### config.mk
export PLATFORM = sky130hd
export DESIGN_NAME = fila_bytes
export DESIGN_NICKNAME = d
export VERILOG_FILES = /design/src/rtl/fila_bytes.sv
export SDC_FILE = /design/constraint.sdc
export NUM_CORES = 1
export LEC_CHECK = 0
export CAP_MARGIN = 0
export CORE_ASPECT_RATIO = 0.6
export CORE_MARGIN = 1
export CORE_UTILIZATION = 55
export DETAILED_ROUTE_END_ITERATION = 6
export HOLD_SLACK_MARGIN = 0.15
export PLACE_DENSITY = 0.76
export SYNTH_ARGS = -nofsm -noshare
export SYNTH_HDL_FRONTEND = slang
export SYNTH_SLANG_ARGS = --single-unit
### constraint.sdc
create_clock -name clk_100KHz -period 3.7 [get_ports clk_100KHz]
set_input_delay 0.74 -clock clk_100KHz [delete_from_list [all_inputs] [get_ports clk_100KHz]]
set_output_delay 0.74 -clock clk_100KHz [all_outputs]
set_load 0.1 [all_outputs]
### src/rtl/fila_bytes.sv
// fila_bytes: byte queue sitting right after the serial-to-byte deserializer.
// Bytes arrive through a level ready / ack handshake and are stored in a
// circular buffer. They leave one per dequeue request, each with a one-cycle
// valid pulse.
// Optional build macro FILA_STALL_CNT_EN adds stall_cnt_out, a saturating
// count of cycles in which a byte was waiting but the queue was full.
module fila_bytes #(
    parameter int DEPTH = 8,
    parameter int WIDTH = 8
) (
    input  logic                       clk_100KHz,
    input  logic                       reset,
    input  logic [WIDTH-1:0]           data_in,
    input  logic                       data_ready_in,
    output logic                       ack_out,
    input  logic                       dequeue_in,
    output logic [WIDTH-1:0]           data_out,
    output logic                       valid_out,
    output logic [$clog2(DEPTH+1)-1:0] len_out,
    output logic                       full_out,
`ifdef FILA_STALL_CNT_EN
    output logic                       empty_out,
    output logic [7:0]                 stall_cnt_out
`else
    output logic                       empty_out
`endif
);

    localparam int PTR_W = $clog2(DEPTH);
    localparam int LEN_W = $clog2(DEPTH+1);

    typedef enum logic [0:0] {
        W_IDLE = 1'b0,
        W_ACK  = 1'b1
    } wr_state_t;

    wr_state_t        state;
    wr_state_t        state_next;
    logic             write_en;
    logic             pop_en;
    logic [PTR_W-1:0] head_ptr;
    logic [PTR_W-1:0] tail_ptr;
    logic [WIDTH-1:0] mem [DEPTH];

    // Flags come straight from the registered count, so a write and a pop in
    // the same cycle are both judged on the occupancy before that edge.
    assign full_out  = (len_out == LEN_W'(DEPTH));
    assign empty_out = (len_out == '0);
    assign pop_en    = dequeue_in && !empty_out;

    // Write FSM state register; reset drops any handshake in progress.
    always_ff @(posedge clk_100KHz or posedge reset) begin
        if (reset) begin
            state <= W_IDLE;
        end else begin
            state <= state_next;
        end
    end

    // Next-state logic: one capture per ready assertion, then wait for ready to fall.
    always_comb begin
        state_next = state;
        case (state)
            W_IDLE: begin
                if (data_ready_in && !full_out) begin
                    state_next = W_ACK;
                end
            end
            W_ACK: begin
                if (!data_ready_in) begin
                    state_next = W_IDLE;
                end
            end
            default: state_next = W_IDLE;
        endcase
    end

    // Output logic: ack is high exactly while in W_ACK; the write strobe fires on the capture edge.
    always_comb begin
        ack_out  = 1'b0;
        write_en = 1'b0;
        case (state)
            W_IDLE: write_en = data_ready_in && !full_out;
            W_ACK:  ack_out  = 1'b1;
            default: begin
                ack_out  = 1'b0;
                write_en = 1'b0;
            end
        endcase
    end

    // Storage array; contents are meaningless until written, so no reset.
    always_ff @(posedge clk_100KHz) begin
        if (write_en) begin
            mem[tail_ptr] <= data_in;
        end
    end

    // Head/tail pointers wrap naturally because DEPTH is a power of two.
    always_ff @(posedge clk_100KHz or posedge reset) begin
        if (reset) begin
            head_ptr <= '0;
            tail_ptr <= '0;
        end else begin
            if (write_en) begin
                tail_ptr <= tail_ptr + PTR_W'(1);
            end
            if (pop_en) begin
                head_ptr <= head_ptr + PTR_W'(1);
            end
        end
    end

    // Occupancy counter; a simultaneous write and pop leaves it unchanged.
    always_ff @(posedge clk_100KHz or posedge reset) begin
        if (reset) begin
            len_out <= '0;
        end else begin
            case ({write_en, pop_en})
                2'b10:   len_out <= len_out + LEN_W'(1);
                2'b01:   len_out <= len_out - LEN_W'(1);
                default: len_out <= len_out;
            endcase
        end
    end

    // Read port: popped byte is registered with a single-cycle valid pulse; an empty read keeps data_out.
    always_ff @(posedge clk_100KHz or posedge reset) begin
        if (reset) begin
            data_out  <= '0;
            valid_out <= 1'b0;
        end else begin
            valid_out <= pop_en;
            if (pop_en) begin
                data_out <= mem[head_ptr];
            end
        end
    end

`ifdef FILA_STALL_CNT_EN
    // Stall counter: cycles where the deserializer offers a byte but the queue is full.
    always_ff @(posedge clk_100KHz or posedge reset) begin
        if (reset) begin
            stall_cnt_out <= '0;
        end else if ((state == W_IDLE) && data_ready_in && full_out
                     && (stall_cnt_out != 8'hFF)) begin
            stall_cnt_out <= stall_cnt_out + 8'd1;
        end
    end
`endif

endmodule

# After elaboration in Yosys (flattened, before gate mapping)
# Memory sizes are Yosys's and may differ from the RTL's. A register that Yosys moved wholly into a read port is not among the register bits.
# Index checks and enable logic that the tools add are counted.
# totals
regBits,12
mem_bits_rw,64
inputBits,12
output_inout_bits,16
word_cells,28
mem_count,1
# mem_list
name,depth,word_bits,read_ports,rd_ports_with_merged_regs,wr,line,source
mem,8,8,1,1,1,43,logic [WIDTH-1:0] mem [DEPTH];
# op_classes
add_sub_neg,4
n_eq_ne,3
muxes,8
n_bitwise,1
n_reduce_logical,6
# op_table
operator,count
$pmux W4 S2,1
$add A3 B1 Y3 const B,2
$mux W1,6
$add A4 B1 Y4 const B,1
$eq A4 B4 Y1 const B,1
$logic_not A4 Y1,1
$sub A4 B1 Y4 const B,1
$eq A2 B1 Y1 const B,1
$eq A2 B2 Y1 const B,1
$logic_and A1 B1 Y1,2
$logic_not A1 Y1,2
$pmux W1 S2,1
$reduce_bool A2 Y1,1
$not A1 Y1,1

# Logic depth before layout (Yosys ltp)
# Gate-level depths: netlist of the first run.
# depth
ltp_word,6
ltp_mapped,10
depth_no_buf,9

# Least setup slack after synthesis of the first run
# OpenSTA, ideal clock, no wires.
# synth_timing
path_type,reg2out
start,register len_out[0]
end,output empty_out
arrival_time_ps,3981
required_time_ps,2960
path_slack_ps,-1021
stages_incl_launch_ff,3
path_buffers,1
cell_sequence,dfrtp_1 > buf_6 > nor4_1
# synth_via
elab_chain_len,1
# synth_rtl
item,line,source
start: declaration,19,"output logic [$clog2(DEPTH+1)-1:0] len_out,"
start signal: assignment,120,2'b10: len_out <= len_out + LEN_W'(1);
start signal: assignment,121,2'b01: len_out <= len_out - LEN_W'(1);
start signal: assignment,122,default: len_out <= len_out;
$logic_not A4 Y1,48,assign empty_out = (len_out == '0);
end: declaration,25,output logic empty_out
# Every way passes these cells.

# Final worst setup path of the first run
# layout_timing
start,register len_out[0]
end,register len_out[3]
# layout_via
word_cells_on_any_way,13
classes_between,add/sub (2); eq/ne (3); mux (2); reduce/logical (6)
# layout_lines
item,line,source
$logic_not A4 Y1 (*),48,
$logic_not A1 Y1 (*),49,assign pop_en = dequeue_in && !empty_out;
$logic_and A1 B1 Y1 (*),49,
net pop_en,40,logic pop_en;
$eq A2 B1 Y1 or $eq A2 B2 Y1 (tied branches),119,"case ({write_en, pop_en})"
$pmux W4 S2 or $reduce_bool A2 Y1 (tied branches),n/a,
# Mark *: on every way through the listed nets, which the timed path passes. The rest lies on a longest branch.
# A chain may end at the register's enable or synchronous reset.

==> Flow_metrics.wiki, run 1 <==
{| class="wikitable"
! Metric !! Value
|-
| Drt wl/cell || 18.2 um
|-
| Worst setup EP type || flop
|-
| Dominant synthesized flop cell || edfxtp_1
|-
| HPWL after detailed placement || 4260 um
|-
| Unrepaired setup endpoints after global routing || false
|-
| Final hold viol count || 0
|-
| I/O pin count || 28
|-
| Most common cell in the netlist || edfxtp_1
|-
| Via count of the first global-routing pass || 1903
|-
| Largest fanout on the critical path || 19
|-
| HP Start || data_out[7]
|-
| Area of the multi-input gates || 951 um2
|-
| Post-CTS setup buffer count || 0
|-
| Capture instance of the worst register-to-register path || len_out[3]
|-
| Cells traversed along the worst timing path || o41ai_4, inv_2, ha_1, ha_1, a21o_1, a2111oi_0, nand4b_1, nand3_1
|-
| Final core utilization || 70.3%
|-
| Number of maximum-capacitance constraint violations || 0
|-
| Netlist cell types || 36
|-
| CP Launch Type || flop
|-
| Largest clock skew in the final design || 9.91 ps
|-
| Share of the clock period used by the worst path || 84.5%
|-
| Clock tree from TritonCTS || built
|-
| Cell at the root of the clock tree || clkbuf_8
|-
| Drt pass-1 iters || 5
|-
| Mux contribution to synthesized area || 10.4%
|-
| Data required, critical path || 3930 ps
|-
| Flops & latches, synth || 84
|-
| RePlAce Congestion || 0.778
|-
| Overall track demand over capacity in global routing || 21.2%
|-
| Status || completed
|-
| Register-to-Register Setup Slack || 570 ps
|-
| Number of antenna violations at the first check in global routing || 0
|-
| Diode insertion count for antenna repair || 0
|-
| Post-synthesis cell area || 3470 um2
|-
| Area share of fa/ha/maj cells after synthesis || 2.38%
|-
| Maximum single-stage delay on the critical path || 960 ps
|-
| Pin count of the biggest net entering global routing || 22
|-
| Number of fillers in the final layout || 378
|-
| Dominant combinational cell family by area after synthesis || multiplexers
|-
| Number of vias per cell || 5.58
|-
| Syn_area_per_cell || 15.9 um2
|-
| H-tree depth reported by CTS || 3
|-
| Start-to-end type of the worst setup path || reg2reg
|-
| Ranking of synthesized cells by area || edfxtp_1 (55%), dfrtp_1 (14%), mux2_2 (5.2%), mux2i_1 (4.9%), a221o_1 (2.3%)
|-
| Achievable Freq || 320 MHz
|-
| Post-CTS resize count || 0
|-
| CP arrival || 3360 ps
|-
| Terminating pin of the worst hold path || data_out[7]
|-
| DRT Wirelength || 6220 um
|-
| Drc violations || 0
|-
| Num CTS Buffers || 9
|-
| Fraction of the yosys area taken by sequential cells || 69.7%
|-
| Number of flops mapped to enable cells by yosys || 64
|-
| Global route total overflow || 0
|-
| Final period demand of the worst path || 3130 ps
|-
| Endpoints failing setup || 0
|-
| CTS Hold Buffers Added || 0
|-
| Layout cell share with drive strength beyond 1 || 19.5%
|-
| DRT antenna net count || 0
|-
| Maximum clock path buffer count || 2
|-
| Proportion of netlist area held by the largest area contributor || 55.3%
|-
| Startpoint of the lowest-slack register-to-register path || len_out[0]
|-
| Number of input and output port buffers inserted || 27
|-
| Hold slack || 494 ps
|-
| DIE AREA || 6650 um2
|-
| Site Rows || 21
|-
| Core box area || 5830 um2
|-
| Max-slew violation count || 0
|-
| Compound-Gate Fraction of Synth Area || 6.66%
|-
| Cell leakage power || 1.51 nW
|-
| Synth async-reset ratio || 23.8%
|-
| Worst reg-to-reg path cell count || 8
|-
| Path category of the worst min-delay check || reg2reg
|-
| Library cell with the largest summed area after synthesis || edfxtp_1
|-
| Setup TNS Final || 0 ps
|-
| Commonest cells in the synthesized netlist || edfxtp_1 (64), dfrtp_1 (20), nand2_1 (19)
|-
| Power density cells || 907 nW/um2
|-
| Xor/xnor share of the synthesized area || 1.51%
|-
| Post-CTS clock slew at the launch and capture registers of the worst setup and hold paths || 80 ps
|-
| Power Total || 3.72 mW
|-
| Master of the slowest instance on the critical path || o41ai_4
|-
| Synth Instances || 218
|-
| Wire length of the first global-routing pass || 10000 um
|-
| Die height || 63.6 um
|-
| Post-synthesis net count || 236
|-
| Effective utilization at floorplan || 59.5%
|-
| Die width || 105 um
|-
| Synth warn || 0
|-
| Worst-margin pin slew || 1000 ps
|-
| Area taken by flip-flops and latches || 2430 um2
|-
| P&R area growth vs syn || 18.0%
|-
| Slew margin rel. || 32.8%
|-
| TritonCTS Sinks || 84
|-
| Max VDD drop || 0.000549 V
|-
| Critical path's most frequent cell || ha_1
|-
| Number of violations reported at the end of detailed-routing iteration 0 || 74
|-
| Number of nets in the final layout || 274
|-
| Worst-Skew Late Latency || 340 ps
|-
| Synth Area in Simple Gates || 6.23%
|-
| Worst hold stages || 2
|-
| Via total after detailed routing || 1903
|}
per-stage QoR:
| step | area (um2) | worst slack [ps] | std cells |
|---|---|---|---|
| 3_5_place_dp | 3840 | 517 | 325 |
| 6_report | 4100 | 574 | 341 |
| 3_3_place_gp | 3840 | 607 | 325 |
| 2_1_floorplan | 3480 | 160 | 218 |
| 4_1_cts | 4100 | 564 | 341 |
| 5_1_grt | 4100 | 295 | 341 |
how the worst max path moves through the flow:
stage	from	to
after floorplan	len_out[3]	len_out[3]
after global placement	data_ready_in	len_out[3]
after detailed placement	data_ready_in	len_out[3]
after CTS	len_out[0]	len_out[3]
after global routing	len_out[0]	len_out[3]
final	len_out[0]	len_out[3]
cell usage in the layout (no fill, tap or decap), types with 5 or more instances in the layout:
cell type / Yosys / final
a221o_1: 8 / 8
buf_4: 2 / 11
clkbuf_8: 0 / 9
clkdlybuf4s50_1: 0 / 25
dfrtp_1: 20 / 16
edfxtp_1: 64 / 64
ha_1: 5 / 5
inv_1: 6 / 6
mux2_2: 16 / 16
mux2i_1: 17 / 17
nand2_1: 19 / 19
nor2_1: 8 / 8
o21ai_1: 8 / 8
o22ai_1: 8 / 8
final cells by class:
cell class | instances | share of cell area [%]
clock buffer | 9 | 3.02
clock inverter | 7 | 3.39
inverter | 7 | 0.641
multi-input combinational | 118 | 23.2
sequential | 84 | 59.2
tap | 80 | 2.44
timing repair buffer | 36 | 8.12
layer usage:
| metal | track usage, % | share of wire [%] | up-vias |
|---|---|---|---|
| li1 | - | - | 900 |
| met1 | 30.9 | 47 | 940 |
| met2 | 30.0 | 46 | 59 |
| met3 | 7.45 | 6.3 | 4 |
| met4 | 6.34 | 0.63 | 0 |
| met5 | 0 | 0 | - |
state kept, by name, summed over array words and instances (netlist names):
signal and cells:
tail_ptr 3, valid_out 1, data_out 8, len_out 4, mem 64, head_ptr 3, state 1
where the power goes:
group          switching, mW  leakage [nW]  internal [mW]  total, mW
Combinational           1.03         0.570          0.504       1.54
Clock                  0.309         0.123          0.514      0.823
Sequential             0.175         0.812           1.19       1.36
worst max-delay path: cells and delay by family (launching register included):
| kind | cells | cell delay (ps) |
|---|---|---|
| AO/OA/AOI/OAI | 3 | 1570 |
| adder cells (fa/ha/maj) | 2 | 580 |
| flip-flops | 1 | 490 |
| AND/OR/NAND/NOR | 2 | 250 |
| buffers and inverters | 1 | 130 |
cells by family (layout without fill, tap and decap cells):
logic type,after synthesis,count (layout)
multiplexers,34,34
AO/OA/AOI/OAI,30,30
XOR/XNOR,6,6
adder cells (fa/ha/maj),6,6
AND/OR/NAND/NOR,42,42
buffers and inverters,16,59
flip-flops,84,84
Power figures use the tool's default switching activity.
==> inputs of run 2 (changes only) <==
==> constraint.sdc (replaced) <==
create_clock -name clk_100KHz -period 3.3 [get_ports clk_100KHz]
set_input_delay 0.66 -clock clk_100KHz [delete_from_list [all_inputs] [get_ports clk_100KHz]]
set_output_delay 0.66 -clock clk_100KHz [all_outputs]
set_load 0.1 [all_outputs]
==> Flow_metrics.wiki, run 2 (synthesis gave the netlist of run 1 again) <==
{| class="wikitable"
! Metric !! Value
|-
| Status || completed (unchanged)
|-
| DRT antenna net count || 0 (unchanged)
|-
| Max VDD drop || 0.000615 V (was 0.000549 V)
|-
| CTS Hold Buffers Added || 0 (unchanged)
|-
| Die width || 105 um (unchanged)
|-
| Drt pass-1 iters || 4 (was 5)
|-
| Global route total overflow || 0 (unchanged)
|-
| Endpoints failing setup || 0 (unchanged)
|-
| Post-CTS resize count || 0 (unchanged)
|-
| Cell leakage power || 1.47 nW (was 1.51 nW)
|-
| Worst-margin pin slew || 1020 ps (was 1000 ps)
|-
| Number of vias per cell || 5.55 (was 5.58)
|-
| Clock tree from TritonCTS || built (unchanged)
|-
| Wire length of the first global-routing pass || 10500 um (was 10000 um)
|-
| HPWL after detailed placement || 4370 um (was 4260 um)
|-
| DRT Wirelength || 6340 um (was 6220 um)
|-
| Post-layout instance count excluding filler cells || 339 (was 341)
|-
| Path category of the worst min-delay check || reg2reg (unchanged)
|-
| Maximum single-stage delay on the critical path || 960 ps (about the same)
|-
| Largest fanout on the critical path || 19 (unchanged)
|-
| Register with the highest flop count || mem (unchanged)
|-
| Most common cell after layout, fill and taps aside || edfxtp_1 (unchanged)
|-
| H-tree depth reported by CTS || 3 (unchanged)
|-
| Registers with the highest flip-flop counts || mem x64, data_out x8, len_out x4 (unchanged)
|-
| Maximum clock path buffer count || 2 (unchanged)
|-
| Largest clock skew in the final design || 7.75 ps (was 9.91 ps)
|-
| Pin count of the biggest net entering global routing || 34 (was 22)
|-
| Worst-Skew Late Latency || 350 ps (was 340 ps)
|-
| Die height || 63.6 um (unchanged)
|-
| Number of input and output port buffers inserted || 27 (unchanged)
|-
| Layout cell share with drive strength beyond 1 || 24.3% (was 19.5%)
|-
| Overall track demand over capacity in global routing || 22.1% (was 21.2%)
|-
| Via total after detailed routing || 1882 (was 1903)
|-
| Number of maximum-capacitance constraint violations || 0 (unchanged)
|-
| Number of antenna violations at the first check in global routing || 0 (unchanged)
|-
| Start-to-end type of the worst setup path || reg2reg (unchanged)
|-
| Post-CTS setup buffer count || 0 (unchanged)
|-
| Final instance area || 3970 um2 (was 4100 um2)
|-
| I/O pin count || 28 (unchanged)
|-
| Number of nets in the final layout || 272 (was 274)
|-
| Final period demand of the worst path || 3130 ps (about the same)
|-
| Worst setup EP type || flop (unchanged)
|-
| Final hold viol count || 0 (unchanged)
|-
| TritonCTS Sinks || 84 (unchanged)
|-
| Data required, critical path || 3540 ps (was 3930 ps)
|-
| Drc violations || 0 (unchanged)
|-
| Highest-count cells in the layout ignoring fill and taps || edfxtp_1 (64), buf_4 (23), nand2_1 (19), mux2i_1 (17) (was edfxtp_1 (64), clkdlybuf4s50_1 (25), nand2_1 (19), mux2i_1 (17))
|-
| Power density cells || 967 nW/um2 (was 907 nW/um2)
|-
| Final core utilization || 68.1% (was 70.3%)
|-
| P&R area growth vs syn || 14.4% (was 18.0%)
|-
| Setup TNS Final || 0 ps (unchanged)
|-
| Via count of the first global-routing pass || 2009 (was 1903)
|-
| Site Rows || 21 (unchanged)
|-
| Largest register FFs || 64 (unchanged)
|-
| Slew margin rel. || 32.0% (was 32.8%)
|-
| Cell at the root of the clock tree || clkbuf_8 (unchanged)
|-
| DIE AREA || 6650 um2 (unchanged)
|-
| Num CTS Buffers || 9 (unchanged)
|-
| Effective utilization at floorplan || 59.5% (unchanged)
|-
| Unrepaired setup endpoints after global routing || false (unchanged)
|-
| Diode insertion count for antenna repair || 0 (unchanged)
|-
| # placed instances || 323 (was 325)
|-
| Core box area || 5830 um2 (unchanged)
|-
| Master of the slowest instance on the critical path || o41ai_4 (unchanged)
|-
| CP Launch Type || flop (unchanged)
|-
| Placement Cell Area || 3820 um2 (was 3840 um2)
|-
| Power Total || 3.84 mW (was 3.72 mW)
|-
| Cells traversed along the worst timing path || o41ai_4, inv_2, ha_4, ha_1, a2111oi_0, nand4b_1, nand3_1 (was o41ai_4, inv_2, ha_1, ha_1, a21o_1, a2111oi_0, nand4b_1, nand3_1)
|-
| Drt wl/cell || 18.7 um (was 18.2 um)
|-
| CP arrival || 3370 ps (was 3360 ps)
|-
| Post-CTS clock slew at the launch and capture registers of the worst setup and hold paths || 80 ps (about the same)
|-
| Share of the clock period used by the worst path || 94.9% (was 84.5%)
|-
| Max-slew violation count || 0 (unchanged)
|-
| Number of violations reported at the end of detailed-routing iteration 0 || 94 (was 74)
|-
| Achievable Freq || 319 MHz (was 320 MHz)
|-
| RePlAce Congestion || 0.766 (was 0.778)
|}
run 2: cell types whose count changed in the layout (fill, tap and decap cells not counted), moves of 3 or more:
cell | previous run | this run
clkdlybuf4s50_1 | 25 | 11
buf_4 | 11 | 23
bufinv_16 | 4 | 0
clkinv_2 | 0 | 4
clkbuf_1 | 0 | 3
run 2: final timing paths:
check / slack (ps) / end / cells after the start / from
worst min-delay path: 490 / data_out[2] / 2 / data_out[2]
worst min register to register: 490 / data_out[2] / 2 / data_out[2]
max in group asynchronous: 2000 / len_out[3] / 2 / reset
worst max register to register: 170 / len_out[3] / 7 / len_out[0]
min in group asynchronous: 740 / data_out[3] / 2 / reset
worst max-delay path: 170 / len_out[3] / 7 / len_out[0]
run 2: layout make-up:
class	instances	area (um2)
clock buffer	12	135
clock inverter	4	20.0
fill	415	1860
inverter	7	26.3
multi-input combinational	118	976
sequential	84	2430
tap	80	100
timing repair buffer	34	283
run 2: per-layer routing:
| layer | GRT usage, % | vias up | part of all wire (%) |
|---|---|---|---|
| li1 | - | 893 | - |
| met1 | 32.7 | 945 | 50 |
| met2 | 30.9 | 34 | 43 |
| met3 | 7.04 | 10 | 5.2 |
| met4 | 7.75 | 0 | 1.4 |
| met5 | 0 | - | 0 |
run 2: worst max-delay path: cells and delay by family (launching register included):
kind | cells | cell delay (ps)
AO/OA/AOI/OAI | 2 | 1480
adder cells (fa/ha/maj) | 2 | 560
flip-flops | 1 | 540
AND/OR/NAND/NOR | 2 | 250
buffers and inverters | 1 | 160
run 2: report_power, final:
part / switching (mW) / total, mW / internal (mW)
clock network: 0.336 / 0.605 / 0.269
logic: 1.18 / 1.72 / 0.544
registers: 0.176 / 1.51 / 1.34
total: 1.69 / 3.84 / 2.15
run 2: stage by stage:
| stage | hold WS (ps) | worst slack, ps |
|---|---|---|
| global placement | 478 | 461 |
| detailed placement | 478 | 192 |
| finish | 492 | 169 |
| floorplan | 480 | -120 |
| global route | 541 | 17.7 |
| CTS | 494 | 185 |
==> inputs of run 3 (changes only) <==
--- a/config.mk
+++ b/config.mk
@@ -5,11 +5,13 @@
 export SDC_FILE = /design/constraint.sdc
 export NUM_CORES = 1
 export LEC_CHECK = 0
+export ABC_CLOCK_PERIOD_IN_PS = 3300
 export CAP_MARGIN = 0
 export CORE_ASPECT_RATIO = 0.6
 export CORE_MARGIN = 1
 export CORE_UTILIZATION = 55
 export DETAILED_ROUTE_END_ITERATION = 6
+export GPL_ROUTABILITY_DRIVEN = 0
 export HOLD_SLACK_MARGIN = 0.15
 export PLACE_DENSITY = 0.76
 export SYNTH_ARGS = -nofsm -noshare
==> results of run 3 <==
No change in the layout: final DEF, timing and power equal those of run 2.
